--- config.mk ---
export PLATFORM = sky130hd
export DESIGN_NAME = mw_writeback
export DESIGN_NICKNAME = d
export VERILOG_FILES = /design/src/rtl/mw_writeback.sv
export SDC_FILE = /design/constraint.sdc
export NUM_CORES = 1
export LEC_CHECK = 0
export CORE_MARGIN = 2
export CORE_UTILIZATION = 40
export DETAILED_ROUTE_END_ITERATION = 16
export PLACE_DENSITY = 0.73
export SLEW_MARGIN = 20
export SYNTH_ARGS = -nofsm -noshare
export SYNTH_HDL_FRONTEND = slang
export SYNTH_SLANG_ARGS = --single-unit
export TNS_END_PERCENT = 100
--- constraint.sdc ---
create_clock -name clk -period 2.75 [get_ports clk]
set_input_delay 0.55 -clock clk [delete_from_list [all_inputs] [get_ports clk]]
set_output_delay 0.55 -clock clk [all_outputs]
set_load 0.02 [all_outputs]
--- src/rtl/mw_writeback.sv ---
// M/W pipeline register and writeback-data generation feeding the GRF write port.
// Define LOAD_EXT_EN to enable byte/halfword load extension; otherwise loads are word-only.
module mw_writeback #(
   parameter logic [31:0] RESET_PC    = 32'h0000_3000,
   parameter logic [31:0] PC_LINK_OFF = 32'd8
) (
   input  logic        clk,
   input  logic        reset,
   input  logic        en,
   input  logic        flush,
   input  logic [31:0] M_PC,
   input  logic [4:0]  M_A3,
   input  logic        M_RegWrite,
   input  logic [1:0]  M_WDSel,
   input  logic [31:0] M_ALUOut,
   input  logic [31:0] M_DMRD,
   input  logic [2:0]  M_LdType,
   input  logic [1:0]  M_ByteOff,
   output logic [31:0] W_PC,
   output logic [4:0]  W_A3,
   output logic        W_WE,
   output logic [31:0] W_WD,
   output logic        W_Valid
);

   typedef enum logic [1:0] {
      WD_ALU  = 2'd0,
      WD_LOAD = 2'd1,
      WD_LINK = 2'd2,
      WD_NONE = 2'd3
   } wdsel_e;

   logic [31:0] pc_q;
   logic [4:0]  a3_q;
   logic        rw_q;
   wdsel_e      wdsel_q;
   logic [31:0] alu_q;
   logic [31:0] dmrd_q;
   logic        valid_q;
   logic [31:0] ld_data;

`ifdef LOAD_EXT_EN
   typedef enum logic [2:0] {
      LD_W  = 3'd0,
      LD_B  = 3'd1,
      LD_BU = 3'd2,
      LD_H  = 3'd3,
      LD_HU = 3'd4
   } ldtype_e;

   ldtype_e     ldtype_q;
   logic [1:0]  byteoff_q;
   logic [7:0]  ld_byte;
   logic [15:0] ld_half;

   always_ff @(posedge clk) begin
      if (reset || flush) begin
         ldtype_q  <= LD_W;
         byteoff_q <= '0;
      end else if (en) begin
         ldtype_q  <= ldtype_e'(M_LdType);
         byteoff_q <= M_ByteOff;
      end
   end

   always_comb begin
      ld_byte = '0;
      case (byteoff_q)
         2'd0:    ld_byte = dmrd_q[7:0];
         2'd1:    ld_byte = dmrd_q[15:8];
         2'd2:    ld_byte = dmrd_q[23:16];
         default: ld_byte = dmrd_q[31:24];
      endcase
      // Halfword selection only looks at the upper offset bit
      ld_half = byteoff_q[1] ? dmrd_q[31:16] : dmrd_q[15:0];
      ld_data = dmrd_q;
      case (ldtype_q)
         LD_B:    ld_data = {{24{ld_byte[7]}}, ld_byte};
         LD_BU:   ld_data = {24'd0, ld_byte};
         LD_H:    ld_data = {{16{ld_half[15]}}, ld_half};
         LD_HU:   ld_data = {16'd0, ld_half};
         default: ld_data = dmrd_q;
      endcase
   end
`else
   logic unused_ldext;
   assign unused_ldext = ^{M_LdType, M_ByteOff};
   assign ld_data      = dmrd_q;
`endif

   // Reset and flush both leave a bubble; flush wins over en
   always_ff @(posedge clk) begin
      if (reset || flush) begin
         pc_q    <= RESET_PC;
         a3_q    <= '0;
         rw_q    <= 1'b0;
         wdsel_q <= WD_ALU;
         alu_q   <= '0;
         dmrd_q  <= '0;
         valid_q <= 1'b0;
      end else if (en) begin
         pc_q    <= M_PC;
         a3_q    <= M_A3;
         rw_q    <= M_RegWrite;
         wdsel_q <= wdsel_e'(M_WDSel);
         alu_q   <= M_ALUOut;
         dmrd_q  <= M_DMRD;
         valid_q <= 1'b1;
      end
   end

   always_comb begin
      W_WD = '0;
      case (wdsel_q)
         WD_ALU:  W_WD = alu_q;
         WD_LOAD: W_WD = ld_data;
         WD_LINK: W_WD = pc_q + PC_LINK_OFF;
         default: W_WD = '0;
      endcase
   end

   assign W_PC    = pc_q;
   assign W_A3    = a3_q;
   assign W_Valid = valid_q;
   assign W_WE    = rw_q && valid_q && (a3_q != 5'd0);

endmodule
==> run metrics <==
remaining global-route overflow=0; Netlist cell types=42; area of the die=between 10,000 and 15,000 um2; Total Routing Usage GR=a little under a quarter; Peak VDD IR=0.3656 mV; Rel. slew slack=between 70% and 80%; worst path arrival time=between 2 and 2.5 ns; count leader, synth=mux2i_1; clk_skew=0 ns; Min Hold Slack=a little under 0.5 ns; Post-synth EDFFs=0; Final setup viols=1; number of nets in the layout=between 800 and 900; largest net degree at the start of global routing=roughly 70; crit path max fanout=5; fin crit share=101.7%; Worst-path clk slew=~0.080 ns; final setup margin=-0.04752 ns; placed cell areas=7340 um2; DR iter-0 viols=approximately 200; reg2reg path depth=3; DRC=0; die width=roughly 120 um; cts-stage hold buffer count=0; dpl hpwl=~12,000 um; RR Endpoint=wdsel_q[1]; H-tree depth=3; Post-Synth XOR/XNOR Area=2.253%; status=complete, but fails checks; reg2reg setup slack=1.83 ns; total CTS buffers=9; Placer Congestion=around 0.97; Hold Path Origin=alu_q[30]; Avg WL per Cell=17.11 um; Multi-input gate area=roughly 2900 um2; post-synthesis mux area share=between 20% and 30%; register bit total from synthesis=105; number of global-route vias before repair=just under 5,000; Max Slew Vio Count=0; RSZ-0062 raised after global routing=yes; worst skew pair latency=around 0.35 ns; sequential area share after synthesis=41.59%; Synth top area share=just over 40%; CTS sink count=~110; compound-cell area share of the yosys netlist=between 6 and 7%; adder-cell share of the synthesized area=0.2476%; worst hold path type=flop to flop; die height=between 100 and 150 um; DR vias=4,855; power per cell area=457.9 nW/um2; Commonest cells post-synth=mux2i_1, nor2_1, dfxtp_1; Critical Path End Type=primary output; startpoint types=flop; Root Buffer=clkbuf_16; Mapped Cells=556; main combinational cell family by area after synthesis=multiplexers; Slew @ Worst Pin=around 0.42 ns; reg2reg start=wdsel_q[1]; Placeable Area=12,470 um2; proportion of layout cells with a drive suffix above 1=roughly 16%; Ant. Diodes=0; row cnt=~40; top post-synthesis cells by area=dfxtp_1, mux2i_1, nor2_1, clkbuf_1, xnor2_1; FILL cells=1,116; CTS max path bufs=2; Synth Area in Simple Gates=roughly a fifth; Synth Net Count=670; Yosys warnings=0; sequential cell area=2117 um2; DRT antenna net count=0; post-route minimum period=2.798 ns; Initial Util=between 40% and 50%; number of antenna violations at the first check in global routing=0; router iterations before antenna repair=4; worst hold path depth=2; FMAX=357.5 MHz; post-DR vias/cell=~5.2; Routed WL=about 16,000 um; critical path required time=approximately 2.2 ns; Syn-to-layout area delta=53.03%; cell taking the most area after synthesis=dfxtp_1; prevailing post-synth register cell=dfxtp_1; Avg Inst Size Synth=slightly above 9 um2; I/O pin total=approximately 180; MaxCap Viol Count=0; I/O Buffers=around 180; CP Class=flop to primary output; LEAKAGE=between 3 and 4 nW; WHS Endpoint=alu_q[30]; failing checks=negative setup slack; global-route wire length before repair=24,500 um; ys async rst share=0%; CTS tree=built; fin area=slightly below 8000 um2; Final Hold Viols=0; Syn Std Cell Area=around 5000 um2
## registers in the layout (all words and copies together), names as in the netlist
name     count
W_A3         5
W_PC        32
W_Valid      1
alu_q       32
dmrd_q      32
rw_q         1
wdsel_q      2
## cell usage in the layout, fill, tap and decap left out, drive strengths merged, types with 2 or more instances in the layout
cell type      count
clkdlybuf4s50    150
mux2i            136
nor2             127
dfxtp            105
buf               66
nand2             19
clkbuf            16
nand3             14
o22ai             12
nand4             11
xnor2             10
dlygate4sd2       10
nor3               9
inv                9
and3               7
o211ai             6
nor4               6
o21ai              5
o221ai             4
a311o              3
a21oi              3
and4               3
xor2               3
or4                3
or4b               3
a31oi              2
a31o               2
o311ai             2
dlymetal6s2s       2
or3                2
or2                2
clkinv             2
## power by group
part / internal [mW] / leakage [nW] / switching, mW
clock: 0.726 / 0.151 / 0.632
sequential: 1.57 / 0.859 / 0.0333
combinational: 0.320 / 2.18 / 0.260
total: 2.62 / 3.19 / 0.925
## cell families (layout without fill, tap and decap cells)
family,Yosys count,in the layout
and+or+nand+nor,210,210
buffers and inverters,48,257
muxes,136,136
xor gates and xnor gates,13,13
DFF,105,105
adders and majority gates,1,1
AOI/OAI and AO/OA,43,43
## critical path, cell delays in order, from the launching register on
cell and delay (ns):
dfxtp_1 0.35, nand3_2 0.11, or4_4 0.60, buf_4 0.18, o311ai_2 0.32, o211ai_1 0.15, buf_4 0.18
## timing repair
item	4_1_cts	5_1_grt
pin swaps	4	3
resized for setup	69	37
gates cloned	0	1
setup endpoints to repair	29	20
setup buffers	2	1
## worst max path at each step
stage / from / depth (start not counted) / slack, ns / endpoint
finish: W_PC[9] / 6 / -0.05 / W_WD[29]
global route: W_PC[14] / 6 / -0.14 / W_WD[29]
CTS: W_PC[5] / 7 / -0.01 / W_WD[28]
detailed placement: W_PC[4] / 6 / -0.32 / W_WD[27]
global placement: W_PC[3] / 6 / -0.29 / W_WD[27]
floorplan: W_PC[3] / 6 / 0.03 / W_WD[27]
## layout make-up
class	count	area share (%)
Sequential cell	105	27.37
Clock inverter	7	1.133
Multi-Input combinational cell	403	37.26
Timing Repair Buffer	235	28.25
Inverter	6	0.2912
Tap cell	172	2.783
Clock buffer	9	2.912
## layer usage
| metal | track usage (%) | part of all wire (%) | vias to the layer above |
|---|---|---|---|
| met1 | 27.33 | 41 | 2280 |
| met2 | 39.77 | 48 | 181 |
| li1 | - | - | 2363 |
| met4 | 10.71 | 2.9 | 0 |
| met5 | 0 | 0 | - |
| met3 | 7.784 | 8.6 | 31 |
## through the flow
step	total power [mW]	util (%)	worst slack, ns	setup TNS, ns	cells
after CTS	3.574	61.63	-0.009746	-0.009746	935
final	3.541	62.04	-0.04752	-0.04752	937
after floorplan	1.907	-	0.02736	0	556
after detailed placement	2.226	58.88	-0.3195	-1.136	918
after global routing	3.665	62.04	-0.1365	-0.2112	937
after global placement	2.215	58.88	-0.2882	-0.9669	918
(Power assumes the default switching activity.)
